### src/rtl/ram_writer_ctrl_if.sv
// ram_writer_ctrl_if -- signal bundle between a RAM-writer FIFO/AXI engine
// and its ring-buffer address controller.
//
// Ports (as interface members):
//   cfg_base   ring-buffer start byte address
//   cfg_beats  ring length in beats
//   cfg_enable level run request
//   cfg_clear  one-cycle pulse clearing the sticky overflow/underflow flags
//   reading    writer accepted a sample this cycle
//   writing    writer emitted a beat to memory this cycle
//   address    byte address tagged onto the next accepted sample
//   stream_en  upstream tvalid gate
//   busy       controller in RUN or DRAIN
//   in_flight  samples currently held in the writer FIFO
//   wr_idx     beats completed in the current lap
//   lap_count  completed laps (mod 2^16)
//   irq_half   one-cycle pulse when wr_idx reaches half the ring
//   irq_wrap   one-cycle pulse when wr_idx wraps to 0
//   overflow   sticky: sample accepted while FIFO full
//   underflow  sticky: beat emitted while FIFO empty
//   cfg_error  configuration rejected (ERROR state)
//   state      controller state code
//
// Modports: slave = controller side, master = stimulus/writer side.
// ADDR_WIDTH must match the controller's ADDR_WIDTH.
interface ram_writer_ctrl_if #(
  parameter int ADDR_WIDTH = 32
);
  logic [ADDR_WIDTH-1:0] cfg_base;
  logic [23:0]           cfg_beats;
  logic                  cfg_enable;
  logic                  cfg_clear;
  logic                  reading;
  logic                  writing;
  logic [ADDR_WIDTH-1:0] address;
  logic                  stream_en;
  logic                  busy;
  logic [9:0]            in_flight;
  logic [23:0]           wr_idx;
  logic [15:0]           lap_count;
  logic                  irq_half;
  logic                  irq_wrap;
  logic                  overflow;
  logic                  underflow;
  logic                  cfg_error;
  logic [1:0]            state;

  modport slave (
    input  cfg_base, cfg_beats, cfg_enable, cfg_clear, reading, writing,
    output address, stream_en, busy, in_flight, wr_idx, lap_count,
           irq_half, irq_wrap, overflow, underflow, cfg_error, state
  );

  modport master (
    output cfg_base, cfg_beats, cfg_enable, cfg_clear, reading, writing,
    input  address, stream_en, busy, in_flight, wr_idx, lap_count,
           irq_half, irq_wrap, overflow, underflow, cfg_error, state
  );
endinterface

### src/rtl/ram_writer_ctrl.sv
// ram_writer_ctrl -- ring-buffer address and bookkeeping controller for a
// streaming RAM writer. Hands out one byte address per accepted sample,
// tracks FIFO occupancy between sample acceptance and beat write-out,
// counts completed beats/laps and raises half/wrap interrupts.
//
// Ports:
//   aclk     sole clock
//   aresetn  asynchronous active-low reset
//   bus      ram_writer_ctrl_if.slave (configuration, reading/writing
//            strobes in; address, status, counters and interrupts out)
//
// Every output is a flop. address is the value for the sample accepted in
// the current cycle, so it is already valid when reading rises.
module ram_writer_ctrl #(
  parameter int ADDR_WIDTH = 32,
  parameter int BEAT_BYTES = 4,
  parameter int BURST_LEN  = 16,
  parameter int FIFO_DEPTH = 512
) (
  input logic              aclk,
  input logic              aresetn,
  ram_writer_ctrl_if.slave bus
);

  typedef enum logic [1:0] {
    IDLE  = 2'd0,
    RUN   = 2'd1,
    DRAIN = 2'd2,
    ERROR = 2'd3
  } state_t;

  localparam logic [23:0]           BURST_LEN_W   = 24'(BURST_LEN);
  localparam logic [ADDR_WIDTH-1:0] BURST_BYTES_W = ADDR_WIDTH'(BURST_LEN * BEAT_BYTES);
  localparam logic [ADDR_WIDTH-1:0] BEAT_BYTES_W  = ADDR_WIDTH'(BEAT_BYTES);
  localparam logic [ADDR_WIDTH-1:0] ADDR_ZERO     = {ADDR_WIDTH{1'b0}};
  localparam logic [9:0]            DEPTH_W       = 10'(FIFO_DEPTH);

  // Registered state
  state_t                state_r;
  logic [ADDR_WIDTH-1:0] base_r;
  logic [23:0]           beats_r;
  logic [23:0]           rd_idx_r;
  logic [ADDR_WIDTH-1:0] address_r;
  logic                  stream_en_r;
  logic                  busy_r;
  logic [9:0]            in_flight_r;
  logic [23:0]           wr_idx_r;
  logic [15:0]           lap_count_r;
  logic                  irq_half_r;
  logic                  irq_wrap_r;
  logic                  overflow_r;
  logic                  underflow_r;
  logic                  cfg_error_r;

  // Next-cycle values
  state_t                state_s;
  logic                  cfg_bad_s;
  logic                  enter_run_s;
  logic                  active_s;
  logic [ADDR_WIDTH-1:0] base_s;
  logic [23:0]           beats_s;
  logic [23:0]           rd_idx_s;
  logic [ADDR_WIDTH-1:0] address_s;
  logic [9:0]            in_flight_s;
  logic [23:0]           wr_idx_s;
  logic [15:0]           lap_count_s;
  logic                  irq_half_s;
  logic                  irq_wrap_s;
  logic                  overflow_s;
  logic                  underflow_s;

  // Configuration legality and next-state selection
  always_comb begin
    cfg_bad_s = (bus.cfg_beats == 24'd0) ||
                ((bus.cfg_beats % BURST_LEN_W) != 24'd0) ||
                ((bus.cfg_base % BURST_BYTES_W) != ADDR_ZERO);
    state_s   = state_r;
    case (state_r)
      IDLE: begin
        if (bus.cfg_enable) begin
          state_s = cfg_bad_s ? ERROR : RUN;
        end else begin
          state_s = IDLE;
        end
      end
      RUN: begin
        if (!bus.cfg_enable) begin
          state_s = DRAIN;
        end else begin
          state_s = RUN;
        end
      end
      DRAIN: begin
        // Leave only once the FIFO is empty and nothing moves this cycle.
        if ((in_flight_r == 10'd0) && !bus.reading && !bus.writing) begin
          state_s = IDLE;
        end else begin
          state_s = DRAIN;
        end
      end
      ERROR: begin
        if (!bus.cfg_enable) begin
          state_s = IDLE;
        end else begin
          state_s = ERROR;
        end
      end
      default: state_s = IDLE;
    endcase
    enter_run_s = (state_r == IDLE) && (state_s == RUN);
    active_s    = (state_r == RUN) || (state_r == DRAIN);
  end

  // Datapath next values: address ring, occupancy, write index, flags
  always_comb begin
    base_s      = base_r;
    beats_s     = beats_r;
    rd_idx_s    = rd_idx_r;
    address_s   = address_r;
    in_flight_s = in_flight_r;
    wr_idx_s    = wr_idx_r;
    lap_count_s = lap_count_r;
    irq_half_s  = 1'b0;
    irq_wrap_s  = 1'b0;

    // Clear is applied first so that a new event in the same cycle wins.
    overflow_s  = bus.cfg_clear ? 1'b0 : overflow_r;
    underflow_s = bus.cfg_clear ? 1'b0 : underflow_r;
    if (bus.reading && (in_flight_r == DEPTH_W)) begin
      overflow_s = 1'b1;
    end else begin
      overflow_s = overflow_s;
    end
    if (bus.writing && (in_flight_r == 10'd0)) begin
      underflow_s = 1'b1;
    end else begin
      underflow_s = underflow_s;
    end

    // Occupancy saturates at both ends; simultaneous in/out is a no-op.
    if (bus.reading && !bus.writing) begin
      if (in_flight_r != DEPTH_W) begin
        in_flight_s = in_flight_r + 10'd1;
      end else begin
        in_flight_s = in_flight_r;
      end
    end else if (bus.writing && !bus.reading) begin
      if (in_flight_r != 10'd0) begin
        in_flight_s = in_flight_r - 10'd1;
      end else begin
        in_flight_s = in_flight_r;
      end
    end else begin
      in_flight_s = in_flight_r;
    end

    // Sample address walks the ring and snaps back to the latched base.
    if (active_s && bus.reading) begin
      if (rd_idx_r == (beats_r - 24'd1)) begin
        rd_idx_s  = 24'd0;
        address_s = base_r;
      end else begin
        rd_idx_s  = rd_idx_r + 24'd1;
        address_s = address_r + BEAT_BYTES_W;
      end
    end else begin
      rd_idx_s  = rd_idx_r;
      address_s = address_r;
    end

    // Completed-beat index; interrupts are registered with the index so
    // they appear in the first cycle showing the new wr_idx.
    if (active_s && bus.writing) begin
      if (wr_idx_r == (beats_r - 24'd1)) begin
        wr_idx_s    = 24'd0;
        irq_wrap_s  = 1'b1;
        lap_count_s = lap_count_r + 16'd1;
      end else begin
        wr_idx_s   = wr_idx_r + 24'd1;
        irq_half_s = ((wr_idx_r + 24'd1) == (beats_r >> 1));
      end
    end else begin
      wr_idx_s = wr_idx_r;
    end

    // Starting a run discards all previous progress and latches the ring.
    if (enter_run_s) begin
      base_s      = bus.cfg_base;
      beats_s     = bus.cfg_beats;
      address_s   = bus.cfg_base;
      rd_idx_s    = 24'd0;
      wr_idx_s    = 24'd0;
      in_flight_s = 10'd0;
      lap_count_s = 16'd0;
      overflow_s  = 1'b0;
      underflow_s = 1'b0;
      irq_half_s  = 1'b0;
      irq_wrap_s  = 1'b0;
    end else begin
      base_s  = base_r;
      beats_s = beats_r;
    end
  end

  // State and output registers
  always_ff @(posedge aclk or negedge aresetn) begin
    if (!aresetn) begin
      state_r     <= IDLE;
      base_r      <= ADDR_ZERO;
      beats_r     <= 24'd0;
      rd_idx_r    <= 24'd0;
      address_r   <= ADDR_ZERO;
      stream_en_r <= 1'b0;
      busy_r      <= 1'b0;
      in_flight_r <= 10'd0;
      wr_idx_r    <= 24'd0;
      lap_count_r <= 16'd0;
      irq_half_r  <= 1'b0;
      irq_wrap_r  <= 1'b0;
      overflow_r  <= 1'b0;
      underflow_r <= 1'b0;
      cfg_error_r <= 1'b0;
    end else begin
      state_r     <= state_s;
      base_r      <= base_s;
      beats_r     <= beats_s;
      rd_idx_r    <= rd_idx_s;
      address_r   <= address_s;
      stream_en_r <= (state_s == RUN);
      busy_r      <= (state_s == RUN) || (state_s == DRAIN);
      in_flight_r <= in_flight_s;
      wr_idx_r    <= wr_idx_s;
      lap_count_r <= lap_count_s;
      irq_half_r  <= irq_half_s;
      irq_wrap_r  <= irq_wrap_s;
      overflow_r  <= overflow_s;
      underflow_r <= underflow_s;
      cfg_error_r <= (state_s == ERROR);
    end
  end

  assign bus.state     = state_r;
  assign bus.address   = address_r;
  assign bus.stream_en = stream_en_r;
  assign bus.busy      = busy_r;
  assign bus.in_flight = in_flight_r;
  assign bus.wr_idx    = wr_idx_r;
  assign bus.lap_count = lap_count_r;
  assign bus.irq_half  = irq_half_r;
  assign bus.irq_wrap  = irq_wrap_r;
  assign bus.overflow  = overflow_r;
  assign bus.underflow = underflow_r;
  assign bus.cfg_error = cfg_error_r;

endmodule

### src/flat_wrapper.sv
// flat-port wrapper written by rule: the top's interface ports become plain ports
module ram_writer_ctrl_flat 
#(
  parameter int ADDR_WIDTH = 32,
  parameter int BEAT_BYTES = 4,
  parameter int BURST_LEN  = 16,
  parameter int FIFO_DEPTH = 512
)
  (aclk, aresetn, bus_cfg_base, bus_cfg_beats, bus_cfg_enable, bus_cfg_clear, bus_reading, bus_writing, bus_address, bus_stream_en, bus_busy, bus_in_flight, bus_wr_idx, bus_lap_count, bus_irq_half, bus_irq_wrap, bus_overflow, bus_underflow, bus_cfg_error, bus_state);
  ram_writer_ctrl_if #(.ADDR_WIDTH(ADDR_WIDTH)) bus_i ();
  input logic aclk;
  input logic aresetn;
  input wire logic [$bits(bus_i.cfg_base)-1:0] bus_cfg_base;
  input wire logic [$bits(bus_i.cfg_beats)-1:0] bus_cfg_beats;
  input wire logic [$bits(bus_i.cfg_enable)-1:0] bus_cfg_enable;
  input wire logic [$bits(bus_i.cfg_clear)-1:0] bus_cfg_clear;
  input wire logic [$bits(bus_i.reading)-1:0] bus_reading;
  input wire logic [$bits(bus_i.writing)-1:0] bus_writing;
  output wire logic [$bits(bus_i.address)-1:0] bus_address;
  output wire logic [$bits(bus_i.stream_en)-1:0] bus_stream_en;
  output wire logic [$bits(bus_i.busy)-1:0] bus_busy;
  output wire logic [$bits(bus_i.in_flight)-1:0] bus_in_flight;
  output wire logic [$bits(bus_i.wr_idx)-1:0] bus_wr_idx;
  output wire logic [$bits(bus_i.lap_count)-1:0] bus_lap_count;
  output wire logic [$bits(bus_i.irq_half)-1:0] bus_irq_half;
  output wire logic [$bits(bus_i.irq_wrap)-1:0] bus_irq_wrap;
  output wire logic [$bits(bus_i.overflow)-1:0] bus_overflow;
  output wire logic [$bits(bus_i.underflow)-1:0] bus_underflow;
  output wire logic [$bits(bus_i.cfg_error)-1:0] bus_cfg_error;
  output wire logic [$bits(bus_i.state)-1:0] bus_state;
  assign bus_i.cfg_base = bus_cfg_base;
  assign bus_i.cfg_beats = bus_cfg_beats;
  assign bus_i.cfg_enable = bus_cfg_enable;
  assign bus_i.cfg_clear = bus_cfg_clear;
  assign bus_i.reading = bus_reading;
  assign bus_i.writing = bus_writing;
  assign bus_address = bus_i.address;
  assign bus_stream_en = bus_i.stream_en;
  assign bus_busy = bus_i.busy;
  assign bus_in_flight = bus_i.in_flight;
  assign bus_wr_idx = bus_i.wr_idx;
  assign bus_lap_count = bus_i.lap_count;
  assign bus_irq_half = bus_i.irq_half;
  assign bus_irq_wrap = bus_i.irq_wrap;
  assign bus_overflow = bus_i.overflow;
  assign bus_underflow = bus_i.underflow;
  assign bus_cfg_error = bus_i.cfg_error;
  assign bus_state = bus_i.state;
  ram_writer_ctrl #(.ADDR_WIDTH(ADDR_WIDTH), .BEAT_BYTES(BEAT_BYTES), .BURST_LEN(BURST_LEN), .FIFO_DEPTH(FIFO_DEPTH)) u_core (.aclk(aclk), .aresetn(aresetn), .bus(bus_i));
endmodule
### config.mk
export PLATFORM = sky130hd
export DESIGN_NAME = ram_writer_ctrl_flat
export DESIGN_NICKNAME = d
export VERILOG_FILES = /design/src/rtl/ram_writer_ctrl_if.sv /design/src/rtl/ram_writer_ctrl.sv /design/src/flat_wrapper.sv
export SDC_FILE = /design/constraint.sdc
export NUM_CORES = 1
export LEC_CHECK = 0
export ABC_AREA = 1
export BUFFER_PORTS_ARGS = -buffer_cell sky130_fd_sc_hd__buf_2
export CORE_MARGIN = 4
export CORE_UTILIZATION = 55
export DETAILED_ROUTE_END_ITERATION = 8
export GPL_ROUTABILITY_DRIVEN = 0
export PLACE_DENSITY = 0.76
export SLEW_MARGIN = 15
export SYNTH_ARGS = -nofsm -noshare
export SYNTH_HDL_FRONTEND = slang
export SYNTH_SLANG_ARGS = --single-unit
### constraint.sdc
create_clock -name aclk -period 4.8 [get_ports aclk]
set_input_delay 0.48 -clock aclk [delete_from_list [all_inputs] [get_ports aclk]]
set_output_delay 0.48 -clock aclk [all_outputs]
set_load 0.05 [all_outputs]
## After elaboration in Yosys (flattened, before gate mapping)

Cells that the tools add are included.
Widths: inputs -> output; s select.

- Register bits after elaboration: 171
- Bits in latches: 0
- Memory bits (writable): 0
- Memory bits (read-only): 0
- Memories kept: 0

- Add/subtract/negate cells: 7
- Multiply operators: 0
- Divide/modulo/power cells: 0
- $lt $le $gt $ge: 0
- Equality and inequality tests: 12
- Shift-type cells: 0
- Muxes and demuxes: 34
- Bitwise operators: 0
- Reduce and logical (&&, ||, !) cells: 30

Operators with widths:

| kind | count |
|---|---|
| $mux 24 | 6 |
| $mux 32 | 3 |
| $mux 10 | 5 |
| $add 24x1->24 const B | 2 |
| $eq 24x24->1 | 2 |
| $mux 16 | 3 |
| $add 32x3->32 const B | 1 |
| $reduce_bool 32->1 | 1 |
| $eq 24x23->1 | 1 |
| $logic_not 24->1 | 1 |
| $reduce_bool 24->1 | 1 |
| $sub 24x1->24 const B | 1 |
| $add 16x1->16 const B | 1 |
| $reduce_bool 3->1 | 4 |
| $mux 1 | 11 |
| $add 10x1->10 const B | 1 |
| $eq 10x10->1 const B | 1 |
| $logic_not 10->1 | 1 |
| $mux 2 | 5 |
| $ne 10x10->1 const B | 1 |
| $reduce_bool 10->1 | 1 |
| $sub 10x1->10 const B | 1 |
| $logic_and 1x1->1 | 9 |
| $eq 2x2->1 const B | 4 |
| other kinds (9) | 16 |

## Logic depth before layout (Yosys ltp)

- Depth in word-level cells: 10
- Gate-level depth with buffers: 19

## Worst setup path before layout

Ideal clock, no wire load.

- Path type: register to register
- Start point: reg u_core.in_flight_r[0] (netlist: u_core.bus.in_flight[0])
- End point: reg u_core.address_r[12] (netlist: u_core.bus.address[12])
- Setup time: 0.078 ns
- Arrival: 3.035 ns
- Setup slack: 1.688 ns
- Cell stages (with the launch flop): 17
- Buffers on the path: 2
- Cell sequence: dfrtp_1 -> inv_1 -> nand2_1 -> nor4_1 -> nand2_1 -> nor2_1 -> nand2_1 -> a211oi_1 -> a21oi_1 -> inv_1 -> ha_1 -> nand2_1 -> nand2_1 -> clkbuf_1 -> clkbuf_1 -> nor2_1 -> a21oi_1

- Longest elaborated chain between the ends: 8
- Elaborated cells between the ends (all ways): 9
- Classes of those cells: eq/ne (1); mux (3); reduce/logical (5)

Ends and longest elaborated chain:

| item | line | text |
|---|---|---|
| start, declared | ram_writer_ctrl.sv:46 | `logic [9:0] in_flight_r;` |
| start signal, assigned | ram_writer_ctrl.sv:231 | `in_flight_r <= in_flight_s;` |
| $logic_not 10->1 (*) | ram_writer_ctrl.sv:95 | `if ((in_flight_r == 10'd0) && !bus.reading && !bus.writing) begin` |
| $logic_and 1x1->1 (*) (2 in a row) | ram_writer_ctrl.sv:95 |  |
| $mux 2 (*) | ram_writer_ctrl.sv:95 |  |
| $pmux 2 s4 (*) | ram_writer_ctrl.sv:78 | `case (state_r)` |
| net u_core.state_s[1] | ram_writer_ctrl.sv:56 | `state_t state_s;` |
| $eq 2x1->1 (*) | ram_writer_ctrl.sv:110 | `enter_run_s = (state_r == IDLE) && (state_s == RUN);` |
| $logic_and 1x1->1 (*) | ram_writer_ctrl.sv:110 |  |
| $mux 32 or $reduce_bool 2->1 (tied branches) | - |  |
| end signal, assigned | ram_writer_ctrl.sv:228 | `address_r <= address_s;` |
| end, declared | ram_writer_ctrl.sv:43 | `logic [ADDR_WIDTH-1:0] address_r;` |

Mark *: on every way through the listed nets, which the timed path passes. The rest lies on a longest branch.
A chain may end at the register's enable or synchronous reset.

## Final worst setup path

- Start point: reg u_core.in_flight_r[0] (netlist: u_core.bus.in_flight[0])
- End point: reg u_core.rd_idx_r[19]

- Longest elaborated chain between the ends: 8
- Elaborated cells between the ends (all ways): 9
- Classes of those cells: eq/ne (1); mux (3); reduce/logical (5)

Ends and longest elaborated chain:

| item | line | text |
|---|---|---|
| $logic_not 10->1 (*) | ram_writer_ctrl.sv:95 |  |
| $logic_and 1x1->1 (*) (2 in a row) | ram_writer_ctrl.sv:95 |  |
| $mux 2 (*) | ram_writer_ctrl.sv:95 |  |
| $pmux 2 s4 (*) | ram_writer_ctrl.sv:78 |  |
| net u_core.state_s[1] | ram_writer_ctrl.sv:56 |  |
| $eq 2x1->1 (*) | ram_writer_ctrl.sv:110 |  |
| $logic_and 1x1->1 (*) | ram_writer_ctrl.sv:110 |  |
| $mux 24 or $reduce_bool 2->1 (tied branches) | - |  |
| end signal, assigned | ram_writer_ctrl.sv:227 | `rd_idx_r <= rd_idx_s;` |
| end, declared | ram_writer_ctrl.sv:42 | `logic [23:0] rd_idx_r;` |

Marks and branches as above.

==> out/metrics.yaml <==
clock_tree:
  cts.sink_count: 171
  cts_resized: 0
  clk_pin_slew_worst_paths_ns: 0.07
  root_buffer: "clkbuf_16"
  cts_inserted_buffers: 17
  post-cts-setup-buffer-count: 0
  tritoncts: "done"
  worstSkewPairLatency_ns: 0.44
  clk_path_buf_depth: 2
  htree_num_levels: 4
  cts_hold_buf: 0
timing:
  final_hold_viol_count: 0
  final_min_period_over_clock_period: 0.776
  final.setup_skew_ns: 0.0119
  fmax_mhz: 268
  final.setup.tns_ns: 0
  max_slew.worst_pin.slew_ns: 0.837
  slew-limit-headroom: 0.442
  finalCriticalPeriod_ns: 3.73
  setup_viol: 0
  setup_repair_after_global_routing_missed_its_margin: "false"
  drv_slew: 0
flow_run:
  drv_cap: 0
power_and_ir_drop:
  power_per_cell_area_mw_per_mm2: 591
  max-vdd-ir-drop_mv: 0.471
  static_leakage_uw: 0.00708
setup_path:
  worst_r2r_path_cells: 17
  critPathMaxFanout: 81
  critical_path.cell_chain: "inv_1 -> nand2_1 -> nor4_1 -> nand2_1 -> nor2_1 -> nand2_1 -> a211oi_1 -> a21oi_1 -> inv_1 -> ha_1 -> nand2_4 -> nand2_2 -> buf_4 -> nand4_1 -> o21ai_0 -> inv_1 -> nor2_1"
  timing.critical_path.max_delay_family: "simple AND/OR/NAND/NOR gates"
  cp_data_required_time_ns: 5.17
  critical_path.startpoint_type: "flop"
  crit_arrival_ns: 4.10
  timing.critical_path.slowest_stage_cell: "buf_4"
  timing.critical_path.buf_inv: 4
  rr_startpoint: "u_core.bus.in_flight[0]$_DFFE_PN0P_"
  max_stage_delay_ns: 0.65
  timing.rr.end: "u_core.rd_idx_r[19]$_DFFE_PN0P_"
  end_kind: "flop"
  crit_type: "flop to flop"
  reg2reg_slack_ns: 1.07
synthesis:
  netlist_top_cells_area: "dfrtp_1 35%, nand2_1 17%, nand3_1 8.8%, inv_1 7.4%, nor2_1 5.0%"
  portion_of_synthesized_cell_area_occupied_by_the_leading_cell_type: 0.351
  synth_enable_flop_cells: 0
  synthesis.area_per_instance_um2: 6.67
  synth_cell_types: 48
  netlist.top_cell.by_area: "dfrtp_1"
  synthesized_instance_count: 1828
  synth_flop_cell: "dfrtp_1"
  synth_nets: 1911
  synth.cell_area_mm2: 0.0122
  total_of_flip_flops_plus_latches_after_synthesis: 171
  seq_area_frac_synth: 0.351
  ys.warnings.count: 0
  synth-async-reset-ratio: 1.00
grt:
  grt_start_max_net_pins: 110
  vias_in_the_first_global_route: 11900
  grt_antenna_before_repair: 0
  globalRoute.totalOverflow: 0
  grt_usage: 0.297
  grt_first_pass_wirelength_um: 59200
layout:
  num-nets-final: 2044
  multi_input_area_mm2: 0.00676
  layout.cells.most_common_list: "544 x nand2_1, 240 x inv_1, 215 x nand3_1"
  fraction_of_layout_cells_with_a_size_suffix_above_1: 0.125
  fillerInstances: 2044
  diodes: 0
  regArea_mm2: 0.00428
  final_util: 0.630
  area_growth_syn_to_layout_pct: 12.6
  final_common_cell: "nand2_1"
min_path:
  hold_class: "input port to asynchronous set/reset pin"
place:
  io_buffer_count: 152
  detailedPlacementHpwl_um: 27400
detailed_routing:
  detail_route.first_pass.iterations: 6
  detail_route.drc_violations: 0
  viasPerCell: 5.62
  dr_total_vias: 12700
  drt-total-wl_um: 36100
  wl_per_cell_um: 16.0
  drtAntennaViolNets: 0
  violation_count_after_the_first_detailed_routing_iteration: 1259
floorplan:
  die_height_um: 157
  fp-row-count: 54
  ios: 153
  floorplan.initialDensity: 0.559
  floorplan.core_area_mm2: 0.0218
  fp.dieArea_mm2: 0.0246
  dieWidth_um: 157
outcome:
  status: "completed"
[kinds of logic after synthesis]
family                     count (synthesis)  share of synthesized area
buffers and inverters                    294                     0.0961
AOI/OAI and AO/OA                        172                     0.0769
xor gates and xnor gates                  81                     0.0594
and+or+nand+nor                         1088                      0.394
DFF                                      171                      0.351
muxes                                      1                   0.000820
adders and majority gates                 21                     0.0221
[report_power, final]
group	switching [uW]	internal [uW]	total [uW]	leakage, uW
sequential	634	1920	2550	0.00219
clock	625	777	1400	0.000275
combinational	2940	1230	4170	0.00462
[metrics by stage]
step	setup slack, ns	power, uW	hold slack [ns]	instance area (um^2)	std cells
CTS	1.11	8060	0.108	13700	2254
global placement	1.02	6550	0.461	13200	2222
global route	0.613	8740	0.152	13700	2254
floorplan	1.69	5550	0.184	12200	1828
finish	1.07	8120	0.0835	13700	2254
detailed placement	0.851	6650	0.465	13200	2222
[sequential cells by signal, summed over array words and instances, names as in the netlist]
register,count
u_core.beats_r,24
u_core.bus.wr_idx,24
u_core.bus.underflow,1
u_core.base_r,32
u_core.bus.irq_half,1
u_core.bus.address,32
u_core.bus.state,2
u_core.rd_idx_r,24
u_core.bus.lap_count,16
u_core.bus.in_flight,10
u_core.bus.busy,1
u_core.bus.overflow,1
u_core.bus.irq_wrap,1
u_core.bus.cfg_error,1
u_core.bus.stream_en,1
[worst max path at each step]
stage,start,endpoint,slack [ns],cells past startpoint
floorplan,u_core.bus.in_flight[0]$_DFFE_PN0P_,u_core.bus.address[12]$_DFFE_PN0P_,1.69,16
global placement,bus_cfg_beats[19],u_core.rd_idx_r[21]$_DFFE_PN0P_,1.02,14
detailed placement,bus_cfg_beats[19],u_core.rd_idx_r[21]$_DFFE_PN0P_,0.85,14
CTS,u_core.bus.in_flight[0]$_DFFE_PN0P_,u_core.rd_idx_r[4]$_DFFE_PN0P_,1.11,17
global route,u_core.bus.in_flight[0]$_DFFE_PN0P_,u_core.rd_idx_r[4]$_DFFE_PN0P_,0.61,17
finish,u_core.bus.in_flight[0]$_DFFE_PN0P_,u_core.rd_idx_r[19]$_DFFE_PN0P_,1.07,17
[cells in the mapped netlist (all sizes together) (2+ instances only)]
cell,count
nand2,561
inv,246
nand3,221
nor2,177
dfrtp,171
o21ai,109
xor2,70
nand4,48
nor3,48
clkbuf,30
a21oi,25
o22ai,25
ha,20
nor4,19
buf,17
xnor2,11
or2,6
nand3b,4
o21bai,3
a31oi,2
and3,2
[layer usage]
layer / global-route usage / wire, um / up-vias
met5: 0 / 0 / -
met4: 0.114 / 1090 / 0
met3: 0.0407 / 2680 / 72
met2: 0.474 / 16500 / 538
met1: 0.413 / 15900 / 5883
li1: - / - / 6172
[area by class of cell]
type / instances / area share
tap: 280 / 0.0255
inverter: 247 / 0.0675
clock inverter: 7 / 0.00583
sequential: 171 / 0.311
multi-input combinational: 1363 / 0.492
clock buffer: 25 / 0.0361
timing repair buffer: 161 / 0.0617
No activity file was read; power rests on OpenSTA's default activity.
